$ cat src/rtl/n_bit_serial_rx.sv
// Framed serial receiver: start(0), N data bits LSB-first, optional parity, stop(1).
// Define PARITY_CHECK_EN to add the parity bit and live parity_err checking.
module n_bit_serial_rx #(
  parameter int N       = 5,
  parameter int ODD_PAR = 0
) (
  input  logic         clk,
  input  logic         rst,
  input  logic         sin,
  output logic [N-1:0] dout,
  output logic         dout_valid,
  input  logic         dout_ready,
  output logic         busy,
  output logic         frame_err,
  output logic         parity_err,
  output logic         overrun,
  input  logic         ovr_clr
);

  localparam int CW = $clog2(N + 1);

  if (N < 2 || ODD_PAR < 0 || ODD_PAR > 1) begin : g_cfg_check
    $error("n_bit_serial_rx: N must be >= 2 and ODD_PAR must be 0 or 1");
  end

  typedef enum logic [2:0] {
    IDLE   = 3'd0,
    DATA   = 3'd1,
`ifdef PARITY_CHECK_EN
    PARITY = 3'd2,
`endif
    STOP   = 3'd3,
    BREAK  = 3'd4
  } state_t;

`ifdef PARITY_CHECK_EN
  localparam state_t AFTER_DATA = PARITY;
`else
  localparam state_t AFTER_DATA = STOP;
`endif

  state_t         state;
  state_t         state_nxt;
  logic [CW-1:0]  count;
  logic [N-1:0]   sr;
  logic           last_bit;
  logic           stop_good;
  logic           stop_bad;
  logic           deliver;
  logic           accept;
  logic           load;
  logic           par_bad;

  always_ff @(posedge clk) begin
    if (rst) state <= IDLE;
    else     state <= state_nxt;
  end

  // A low stop bit parks the FSM in BREAK so a held-low line cannot look like a new start bit.
  always_comb begin
    state_nxt = state;
    last_bit  = (count == CW'(N - 1));
    stop_good = 1'b0;
    stop_bad  = 1'b0;
    case (state)
      IDLE:   if (!sin) state_nxt = DATA;
      DATA:   if (last_bit) state_nxt = AFTER_DATA;
`ifdef PARITY_CHECK_EN
      PARITY: state_nxt = STOP;
`endif
      STOP: begin
        stop_good = sin;
        stop_bad  = !sin;
        state_nxt = sin ? IDLE : BREAK;
      end
      BREAK:  if (sin) state_nxt = IDLE;
      default: state_nxt = IDLE;
    endcase
  end

  always_comb begin
    accept  = dout_valid & dout_ready;
    deliver = stop_good & !par_bad;
    load    = deliver & (!dout_valid | accept);
  end

  assign busy = (state != IDLE);

  always_ff @(posedge clk) begin
    if (rst) begin
      count      <= '0;
      sr         <= '0;
      dout       <= '0;
      dout_valid <= 1'b0;
      frame_err  <= 1'b0;
      overrun    <= 1'b0;
    end else begin
      frame_err <= stop_bad;
      if (state == IDLE) begin
        count <= '0;
      end else if (state == DATA) begin
        sr    <= {sin, sr[N-1:1]};
        count <= count + CW'(1);
      end
      if (load) begin
        dout       <= sr;
        dout_valid <= 1'b1;
      end else if (accept) begin
        dout_valid <= 1'b0;
      end
      // A dropped good frame sets overrun even if the consumer clears it in the same cycle.
      if (deliver && !load)
        overrun <= 1'b1;
      else if (ovr_clr)
        overrun <= 1'b0;
    end
  end

`ifdef PARITY_CHECK_EN
  logic par_err_q;

  always_ff @(posedge clk) begin
    if (rst) begin
      par_bad   <= 1'b0;
      par_err_q <= 1'b0;
    end else begin
      if (state == PARITY)
        par_bad <= (sin != ((^sr) ^ (ODD_PAR != 0)));
      par_err_q <= stop_good & par_bad;
    end
  end

  assign parity_err = par_err_q;
`else
  assign par_bad    = 1'b0;
  assign parity_err = 1'b0;
`endif

endmodule

$ cat config.mk
export PLATFORM = sky130hd
export DESIGN_NAME = n_bit_serial_rx
export DESIGN_NICKNAME = d
export VERILOG_FILES = /design/src/rtl/n_bit_serial_rx.sv
export SDC_FILE = /design/constraint.sdc
export NUM_CORES = 1
export LEC_CHECK = 0
export BUFFER_PORTS_ARGS = -buffer_cell sky130_fd_sc_hd__buf_2
export CELL_PAD_IN_SITES_DETAIL_PLACEMENT = 1
export CELL_PAD_IN_SITES_GLOBAL_PLACEMENT = 2
export CORE_MARGIN = 2
export CORE_UTILIZATION = 34
export CTS_CLUSTER_DIAMETER = 50
export DETAILED_ROUTE_END_ITERATION = 8
export PLACE_DENSITY_LB_ADDON = 0.1
export SLEW_MARGIN = 10
export SYNTH_ARGS = -nofsm -noshare
export SYNTH_HDL_FRONTEND = slang
export SYNTH_SLANG_ARGS = --single-unit
$ cat constraint.sdc
create_clock -name clk -period 1.88 [get_ports clk]
set_input_delay 0.094 -clock clk [delete_from_list [all_inputs] [get_ports clk]]
set_output_delay 0.094 -clock clk [all_outputs]
set_load 0.1 [all_outputs]
==> results.tsv, run 1 <==
stage	metric	value	unit
yosys	syn-cell-area	810.8	µm²
clock_network	cts_resized	0	
sta	clock.fmax	627.4	MHz
global_route	grt.total_usage	12.79	%
power	pwr-share-seq	60.9	%
worst_hold_path	worst_hold_path_type	in -> reg	
routing	route.antenna.remaining_nets	0	
finish	num-nets-final	105	
place	port_buffers	13	
sta	min_period_over_period	84.78	%
sta	hold-worst-slack	79.12	ps
floorplan	top_level_ports	15	
floorplan	floorplan.die.width	52.83	µm
finish	fillCellCount	272	
clock_network	clockBufferDepth	2	
critical_path	critPathRequiredTime	1790	ps
routing	vias_per_cell	4.832	
routing	drc	0	
finish	layout_commonest_cell	sky130_fd_sc_hd__dfxtp_1	
critical_path	critical_path_arrival	1500	ps
sta	finClkSkew	8.693	ps
critical_path	startpoint	state[1]	
sta	hold_viol	0	
routing	first_pass_iters	4	
critical_path	crit_path_launch_type	flop	
worst_hold_path	hp-start	ovr_clr	
routing	post_dr_wirelength_cell	11.69	µm
clock_network	cts.repair_timing.setup_buffer_count	0	
flow_run	max_cap_check_violation_count	0	
worst_hold_path	worst_hold_path.endpoint	overrun	
clock_network	path_clk_slew	110	ps
yosys	synth_seq_area_share	46.91	%
global_route	vias_in_the_first_global_route	532	
clock_network	cts_hold_buffers	0	
routing	detail_route.wirelength	1.461	mm
finish	layout_common_cells	sky130_fd_sc_hd__dfxtp_1, sky130_fd_sc_hd__buf_2, sky130_fd_sc_hd__nand2b_1	
power	vdd_drop_max	348.4	µV
sta	total_negative_slack_for_setup_checks	0	ps
yosys	synthAdderAreaFrac	3.086	%
routing	top_layer	met4	
yosys	synthesis.instances	84	
floorplan	initial_core_util	36.30	%
critical_path	worst_r2r_path_depth	4	
global_route	overflow	0	
finish	multi_input_area	382.9	µm²
finish	finish.cell_count_without_fillers	125	
finish	register_cell_area_after_layout	380.4	µm²
critical_path	worst_r2r_startpoint	state[1]	
global_route	grt_pass1_wl	2.449	mm
critical_path	max_fanout_on_critical_path	10	
worst_hold_path	hold_path_depth	3	
power	power-per-cell-area	736.2	nW/µm²
critical_path	crit-reg2reg-capture	dout[0]	
clock_network	cts_tree	done	
status	outcome	complete, no violations	
routing	met1Wirelength	692	µm
yosys	synth_xor_area_share	0	%
place	dp.final_hpwl	1.040	mm
power	switching_power	173.0	µW
floorplan	core_area	2233	µm²
floorplan	floorplan.die.height	52.83	µm
sta	setup_violations	0	
yosys	post_synth_mux_area_share	12.35	%
floorplan	placement_rows	17	
yosys	syn_nets	91	
floorplan	dieArea	2791	µm²
finish	antenna_cells	0	
yosys	postSynthRegisterBits	19	
place	globalplace.congestion	0.7060	
power	power.share.switching	25.45	%
power	power.clock.fraction	30.6	%
critical_path	r2r_setup_slack	500	ps
yosys	synth-compound-area-share	7.716	%
routing	met3RoutedLength	72	µm
yosys	post_synth.cell_area_avg	9.652	µm²
power	comb_power_share	8.6	%
yosys	yosys.area_share.simple	23.61	%
sta	min_period	1594	ps
clock_network	worstSkewPairLatency	300	ps
clock_network	cts.root.buffer_cell	sky130_fd_sc_hd__clkbuf_4	
routing	initialDrtViolationCount	1	
sta	setup_repair_after_global_routing_missed_its_margin	false	
clock_network	clkSinkCount	19	
place	place_inst	120	
routing	num_vias	604	
power	static-leakage-power	0.0003666	µW
global_route	grt_antenna_before_repair	0	
finish	final_layout_size_suffix_gt1_share	20.62	%
critical_path	critical_path_class	reg -> out	
yosys	yosys.cell_types.count	24	
routing	met2WireLength	664	µm
clock_network	h-tree-depth	1	
yosys	yosysWarningCount	0	
sta	final_max_slew_viol_count	0	
clock_network	cts_buffers	3	
yosys	combinational_family_with_the_most_area_after_synthesis	simple AND/OR/NAND/NOR gates	
power	p_int	506.7	µW
critical_path	timing.critical_path.to_type	output port	
global_route	pin_count_of_the_biggest_net_entering_global_routing	25	
finish	syn2layout_area_growth	13.89	%
through the flow:
step	utilization, %	worst slack [ps]	power (µW)	cell area [µm²]
floorplan	-	237.9	468.8	810.8
global route	41.34	177.2	717.9	923.4
detailed placement	39.66	505.0	480.2	885.9
finish	41.34	286.1	679.8	923.4
CTS	40.90	269.1	691.1	913.4
global placement	39.66	547.8	480.4	885.9
critical path, stage by stage, from the launching register on:
cell,delay (ps)
sky130_fd_sc_hd__dfxtp_1,560
sky130_fd_sc_hd__nor2_1,130
sky130_fd_sc_hd__nand2_1,80
sky130_fd_sc_hd__buf_2,420
sequential cells by signal, summed over array words and instances, names as in the netlist:
signal / count
count: 3
dout: 5
dout_valid: 1
frame_err: 1
overrun: 1
sr: 5
state: 3
kinds of logic after synthesis:
group / Yosys count
and+or+nand+nor: 31
buffers and inverters: 10
adders and majority gates: 2
other: 1
muxes: 10
AOI/OAI and AO/OA: 11
DFF: 19
metal layers:
metal / up-vias / global-route usage, %
li1: 304 / -
met1: 282 / 16.17
met2: 13 / 17.92
met3: 5 / 6.000
met4: 0 / 6.410
met5: - / 0
synth_stat cells:
cell | n | area [µm²]
sky130_fd_sc_hd__buf_2 | 2 | 10.01
sky130_fd_sc_hd__nor3b_4 | 1 | 18.77
sky130_fd_sc_hd__conb_1 | 1 | 3.750
sky130_fd_sc_hd__inv_1 | 4 | 15.01
sky130_fd_sc_hd__nor2b_1 | 3 | 18.77
sky130_fd_sc_hd__dfxtp_1 | 19 | 380.4
sky130_fd_sc_hd__a211oi_1 | 1 | 7.510
sky130_fd_sc_hd__nand2_1 | 2 | 7.510
sky130_fd_sc_hd__nand2b_1 | 11 | 68.82
sky130_fd_sc_hd__o22ai_1 | 1 | 6.260
sky130_fd_sc_hd__mux2i_1 | 10 | 100.1
sky130_fd_sc_hd__ha_1 | 2 | 25.02
sky130_fd_sc_hd__a2111oi_0 | 1 | 8.760
sky130_fd_sc_hd__a21oi_1 | 4 | 20.02
sky130_fd_sc_hd__and4b_2 | 1 | 11.26
sky130_fd_sc_hd__buf_4 | 2 | 15.01
sky130_fd_sc_hd__nand3_1 | 2 | 10.01
sky130_fd_sc_hd__nand3b_1 | 1 | 7.510
sky130_fd_sc_hd__o21ai_0 | 4 | 20.02
sky130_fd_sc_hd__nor2_1 | 7 | 26.28
sky130_fd_sc_hd__nor4b_1 | 1 | 8.760
sky130_fd_sc_hd__nand4b_1 | 1 | 8.760
sky130_fd_sc_hd__clkbuf_1 | 2 | 7.510
sky130_fd_sc_hd__nor3_1 | 1 | 5.000
power by group through the flow:
stage	sequential [µW]	combinational [µW]	clock [µW]
after floorplan	421	47.5	0
after global placement	423	57.3	0
after detailed placement	423	56.9	0
after CTS	414	57.2	220
after global routing	416	62.7	239
final	414	58.1	208
worst max path at each step:
stage / end / cells after the start
floorplan: dout[0] / 4
global placement: dout[0] / 4
detailed placement: dout[0] / 4
CTS: busy / 3
global route: busy / 3
finish: busy / 3
final cells by class:
type / instances / share of cell area (%)
multi-input combinational: 55 / 41.46
inverter: 4 / 1.626
sequential: 19 / 41.19
timing repair buffer: 15 / 8.943
clock inverter: 1 / 0.5420
tap: 28 / 3.794
clock buffer: 3 / 2.439
Power figures use the tool's default switching activity.
==> run 2: changes to the inputs <==
ABC_AREA = 1   (was unset)
CORE_ASPECT_RATIO = 2   (was unset)
CORE_UTILIZATION = 26   (was 34)
clock period = 1.4 ns   (was 1.88 ns; I/O delays follow)
==> results.tsv, run 2 <==
stage	metric	value	unit	change
yosys	yosysTopAreaCellShare	43.30	%	-3.6 points
critical_path	critical-path-slowest-cell	sky130_fd_sc_hd__dfxtp_1		
yosys	synthesis.instances	126		+50%
critical_path	timing.critical_path.to_type	output port		
yosys	synth_seq_area_share	43.30	%	-3.6 points
clock_network	cts_resized	0		unchanged
sta	clock.fmax	838.4	MHz	
yosys	syn-cell-area	878.3	µm²	+8.3%
yosys	postSynth.asyncResetShare	0	%	unchanged
floorplan	floorplan.die.width	45.10	µm	-15%
global_route	grt_antenna_before_repair	0		unchanged
yosys	yosysWarningCount	0		unchanged
routing	vias_per_cell	4.424		-8.4%
critical_path	critical_path_class	reg -> out		
routing	drc	0		unchanged
routing	initialDrtViolationCount	14		+13
routing	num_vias	761		+26%
sta	setup_violations	0		unchanged
yosys	number_of_flops_mapped_to_enable_cells_by_yosys	0		unchanged
floorplan	dieArea	3887	µm²	+39%
worst_hold_path	hp-start	rst		
clock_network	cts_buffers	3		unchanged
critical_path	worst_r2r_startpoint	state[0]		
critical_path	crit_path_cell_trace	inv_1, nand2_2, buf_12		
place	post-place-ws	324.2	ps	-180.8 ps
global_route	grt.total_usage	11.00	%	-1.8 points
global_route	overflow	0		unchanged
global_route	grt_pass1_wl	3.236	mm	+32%
routing	post_dr_wirelength_cell	10.90	µm	-6.7%
sta	total_negative_slack_for_setup_checks	0	ps	unchanged
floorplan	core_area	3193	µm²	+43%
floorplan	floorplan.die.height	86.20	µm	+63%
clock_network	worstSkewPairLatency	250	ps	-50 ps
flow_run	max_cap_check_violation_count	0		unchanged
place	port_buffers	13		unchanged
power	power-per-cell-area	1025	nW/µm²	+39%
sta	fin_ws	207.3	ps	-78.79 ps
routing	route.antenna.remaining_nets	0		unchanged
routing	first_pass_iters	2		-2
finish	layout_commonest_cell	sky130_fd_sc_hd__inv_1		
critical_path	max_fanout_on_critical_path	4		-6
sta	hold_viol	0		unchanged
finish	syn2layout_area_growth	17.66	%	
status	outcome	complete, no violations		
critical_path	critPathRequiredTime	1330	ps	-460 ps
finish	num-nets-final	149		+42%
clock_network	path_clk_slew	70	ps	-40 ps
critical_path	critical_path_arrival	1120	ps	-380 ps
finish	largestRegisters	dout (5), sr (5)		
yosys	yosysTopAreaCell	sky130_fd_sc_hd__dfxtp_1		
finish	final_layout_size_suffix_gt1_share	19.15	%	-1.5 points
finish	fillCellCount	420		+54%
finish	antenna_cells	0		unchanged
yosys	postSynthRegisterBits	19		unchanged
clock_network	cts_tree	done		
sta	min_period_over_period	85.19	%	
clock_network	clkSinkCount	19		unchanged
place	dp.final_hpwl	1.526	mm	+47%
yosys	dominantRegCellSynth	sky130_fd_sc_hd__dfxtp_1		
yosys	post_synth.cell_area_avg	6.971	µm²	-28%
clock_network	cts.repair_timing.setup_buffer_count	0		unchanged
critical_path	crit_path_launch_type	flop		
sta	finClkSkew	1.935	ps	-6.757 ps
yosys	top_cell_types_by_occurrence_after_synthesis	sky130_fd_sc_hd__inv_1, sky130_fd_sc_hd__nand2_1, sky130_fd_sc_hd__dfxtp_1, sky130_fd_sc_hd__nor2_1, sky130_fd_sc_hd__nand3_1		
sta	min_period	1193	ps	
clock_network	clockBufferDepth	2		unchanged
finish	layout_common_cells	sky130_fd_sc_hd__inv_1, sky130_fd_sc_hd__nand2_1, sky130_fd_sc_hd__dfxtp_1		
yosys	yosys.cell_types.count	21		-13%
clock_network	h-tree-depth	1		unchanged
floorplan	initial_core_util	27.51	%	-8.8 points
yosys	synth_top_area_cells	sky130_fd_sc_hd__dfxtp_1, sky130_fd_sc_hd__inv_1, sky130_fd_sc_hd__nand2_1		
power	vdd_drop_max	441.0	µV	+27%
critical_path	r2r_setup_slack	340	ps	-160 ps
floorplan	top_level_ports	15		unchanged
sta	setup_repair_after_global_routing_missed_its_margin	false		
sta	final_max_slew_viol_count	0		unchanged
floorplan	placement_rows	29		+12
critical_path	startpoint	state[0]		
critical_path	cpPeakStageDelay	440	ps	-120 ps
global_route	vias_in_the_first_global_route	782		+47%
routing	detail_route.wirelength	1.875	mm	+28%
place	globalplace.congestion	0.7435		+5.3%
yosys	yosysMostFrequentCell	sky130_fd_sc_hd__inv_1		
clock_network	cts.root.buffer_cell	sky130_fd_sc_hd__clkbuf_8		
worst_hold_path	worst_hold_path_type	in -> reg		
clock_network	cts_hold_buffers	0		unchanged
yosys	syn_nets	133		+46%
power	static-leakage-power	0.0005025	µW	+37%
global_route	pin_count_of_the_biggest_net_entering_global_routing	13		-48%
-- run 2: cell count changes after synthesis, moves of 2 or more --
cell and change:
sky130_fd_sc_hd__nor2b_1 -3, sky130_fd_sc_hd__clkbuf_1 -2, sky130_fd_sc_hd__a21oi_1 +2, sky130_fd_sc_hd__nand3_1 +5, sky130_fd_sc_hd__nor2_2 +2, sky130_fd_sc_hd__inv_2 +3
sky130_fd_sc_hd__nand2b_1 -11, sky130_fd_sc_hd__nand4_1 +2, sky130_fd_sc_hd__nor2_1 +10, sky130_fd_sc_hd__mux2i_1 -10, sky130_fd_sc_hd__nand2_1 +23, sky130_fd_sc_hd__inv_1 +24
-- run 2: cell families (layout without fill, tap and decap cells) --
| logic type | count (synthesis) | after routing | synth area share [%] |
|---|---|---|---|
| and+or+nand+nor | 59 | 59 | 31.48 |
| buffers and inverters | 33 | 48 | 14.67 |
| DFF | 19 | 19 | 43.30 |
| AOI/OAI and AO/OA | 11 | 11 | 6.267 |
| adders and majority gates | 2 | 2 | 2.849 |
| other | 1 | 1 | 0.4269 |
| xor gates and xnor gates | 1 | 1 | 0.9973 |
-- run 2: per-stage QoR --
step           area, µm²  utilization [%]  total power, µW  hold slack, ps  std cells
3_5_place_dp       988.4            30.96            691.5           325.3        168
3_3_place_gp       988.4            30.96            688.7           324.8        168
4_1_cts             1033            32.37             1077           52.29        172
2_1_floorplan      882.1                -            657.8           131.7        126
5_1_grt             1033            32.37             1099           78.39        172
6_report            1033            32.37             1059           59.89        172
-- run 2: metal layers --
layer	wire length (µm)	up-vias	global-route usage, %
li1	-	400	-
met2	1072	8	20.39
met3	49	2	2.083
met1	729	351	11.11
met4	23	0	4.813
met5	0	-	0
-- run 2: worst paths after layout --
path,end,depth (start not counted)
setup reg to reg,dout[3],5
hold / removal,dout_valid,2
setup / recovery,busy,3
hold reg to reg,overrun,2
-- run 2: critical path: cells and delay by family, from the launching register on --
family                 cells  cell delay [ps]
flip-flops                 1              440
buffers and inverters      2              300
AND/OR/NAND/NOR            1              130
-- run 2: power breakdown --
part | total (µW) | switching (µW) | internal, µW
Combinational | 108 | 75.6 | 32.4
Sequential | 568 | 12.7 | 555
Clock | 383 | 181 | 202
-- run 2: cell type report --
class | count | area (µm²) | area share [%]
flip-flops and latches | 19 | 381.6 | 36.92
multi-input cells | 74 | 371.6 | 35.96
inverters | 31 | 116.4 | 11.26
repair buffers | 13 | 80.08 | 7.748
clock buffers | 4 | 45.04 | 4.358
well taps | 31 | 38.79 | 3.753
==> run 3: changes to the inputs <==
RECOVER_POWER = 50   (was unset)
==> results.tsv, run 3 (same netlist as run 2, synthesis figures left out) <==
stage	metric	value	unit	change
clock_network	cts_buffers	3		unchanged
power	vdd_drop_max	438.5	µV	-0.57%
place	port_buffers	13		unchanged
critical_path	worst_r2r_startpoint	state[2]		
clock_network	cts_tree	done		
critical_path	critical_path_class	reg -> out		
critical_path	critPathRequiredTime	1330	ps	about the same
finish	layout_common_cells	sky130_fd_sc_hd__inv_1, sky130_fd_sc_hd__nand2_1, sky130_fd_sc_hd__dfxtp_1		
clock_network	worstSkewPairLatency	250	ps	about the same
clock_network	h-tree-depth	1		unchanged
sta	hold_viol	0		unchanged
power	power-per-cell-area	1024	nW/µm²	about the same
sta	min_period	1176	ps	-17.18 ps
power	static-leakage-power	0.0005025	µW	about the same
clock_network	clockBufferDepth	2		unchanged
routing	num_vias	764		+0.39%
global_route	grt_antenna_before_repair	0		unchanged
floorplan	placement_rows	29		unchanged
routing	first_pass_iters	4		+2
finish	layout_commonest_cell	sky130_fd_sc_hd__inv_1		
place	place_inst	168		unchanged
sta	min_period_over_period	83.97	%	-1.2 points
clock_network	cts.root.buffer_cell	sky130_fd_sc_hd__clkbuf_8		
critical_path	crit-reg2reg-capture	count[2]		
finish	finish.cell_count_without_fillers	172		unchanged
finish	largestRegisters	dout (5), sr (5)		
sta	finClkSkew	2.303	ps	+0.3682 ps
critical_path	timing.critical_path.to_type	output port		
finish	num-nets-final	149		unchanged
floorplan	floorplan.die.width	45.10	µm	unchanged
critical_path	max_fanout_on_critical_path	4		unchanged
sta	final_max_slew_viol_count	0		unchanged
worst_hold_path	hold_path_depth	2		unchanged
flow_run	max_cap_check_violation_count	0		unchanged
critical_path	critical_path_arrival	1110	ps	about the same
floorplan	initial_core_util	27.51	%	unchanged
routing	post_dr_wirelength_cell	10.95	µm	+0.48%
place	globalplace.congestion	0.7435		unchanged
place	dp.final_hpwl	1.526	mm	unchanged
sta	setup_repair_after_global_routing_missed_its_margin	false		
sta	tightest_slew	541.8	ps	
global_route	grt_pass1_wl	3.236	mm	unchanged
critical_path	worst_r2r_path_depth	5		unchanged
finish	syn2layout_area_growth	17.38	%	
floorplan	dieArea	3887	µm²	unchanged
floorplan	floorplan.die.height	86.20	µm	unchanged
floorplan	top_level_ports	15		unchanged
global_route	pin_count_of_the_biggest_net_entering_global_routing	13		unchanged
routing	route.antenna.remaining_nets	0		unchanged
global_route	vias_in_the_first_global_route	782		unchanged
sta	setup_violations	0		unchanged
clock_network	cts_hold_buffers	0		unchanged
routing	detail_route.wirelength	1.884	mm	+0.48%
sta	total_negative_slack_for_setup_checks	0	ps	unchanged
finish	antenna_cells	0		unchanged
finish	fillCellCount	420		unchanged
routing	drc	0		unchanged
clock_network	clkSinkCount	19		unchanged
worst_hold_path	worst_hold_path.endpoint	dout_valid		
status	outcome	complete, no violations		
routing	initialDrtViolationCount	13		-1
global_route	grt.total_usage	11.00	%	unchanged
routing	vias_per_cell	4.442		+0.39%
finish	final_layout_size_suffix_gt1_share	16.31	%	-2.8 points
clock_network	cts_resized	0		unchanged
critical_path	r2r_setup_slack	280	ps	-60 ps
floorplan	core_area	3193	µm²	unchanged
clock_network	cts.repair_timing.setup_buffer_count	0		unchanged
critical_path	crit_path_launch_type	flop		
global_route	overflow	0		unchanged
sta	worst_slew_margin	64.04	%	
worst_hold_path	hp-start	rst		
sta	clock.fmax	850.7	MHz	+1.5%
clock_network	path_clk_slew	70	ps	about the same
worst_hold_path	worst_hold_path_type	in -> reg		
[run 3: cell types whose count changed in the layout (fill, tap and decap cells not counted), sizes merged]
| cell | previous run | this run |
|---|---|---|
| clkbuf | 4 | 7 |
| buf | 13 | 10 |
[run 3: layer usage]
metal	share of wire [%]	wire length, µm	track usage (%)	vias to the layer above
met4	1.2	23	4.813	0
li1	-	-	-	400
met1	39	731	11.11	354
met2	57	1079	20.39	8
met3	2.5	48	2.083	2
met5	0	0	0	-
[run 3: cell type report]
cell class	instances	area, µm²	area share, %
sequential	19	381.6	37.01
multi-input combinational	74	369.1	35.80
inverter	31	116.4	11.29
timing repair buffer	13	80.08	7.767
clock buffer	4	45.04	4.369
tap	31	38.79	3.762
[run 3: worst max-delay path by stage]
stage	cells past startpoint	from	slack, ps	to
2_1_floorplan	5	dout_valid	80	dout[0]
3_3_place_gp	5	state[0]	330	dout[3]
3_5_place_dp	5	state[0]	320	dout[3]
4_1_cts	3	state[0]	190	busy
5_1_grt	5	state[2]	150	count[2]
6_report	3	state[0]	220	busy
[run 3: worst max-delay path, cell delays in order (launching register included)]
cell                      delay (ps)
sky130_fd_sc_hd__dfxtp_1         430
sky130_fd_sc_hd__inv_1           120
sky130_fd_sc_hd__nand2_2         130
sky130_fd_sc_hd__buf_12          180
[run 3: per-stage QoR]
| step | utilization, % | total power (µW) | hold slack [ps] | setup slack, ps | area (µm²) |
|---|---|---|---|---|---|
| after floorplan | - | 657.8 | 131.7 | 76.18 | 882.1 |
| after global placement | 30.96 | 688.7 | 324.8 | 325.3 | 988.4 |
| after detailed placement | 30.96 | 691.5 | 325.3 | 324.2 | 988.4 |
| after CTS | 32.37 | 1077 | 52.29 | 194.8 | 1033 |
| after global routing | 32.29 | 1098 | 78.39 | 152.6 | 1031 |
| final | 32.29 | 1056 | 60.21 | 224.5 | 1031 |
[run 3: power breakdown]
group / leakage, µW / internal (µW) / switching [µW]
sequential: 0.000155 / 555 / 12.4
combinational: 0.000325 / 32.3 / 75.5
clock: 0.0000228 / 202 / 178
total: 0.000502 / 790 / 266
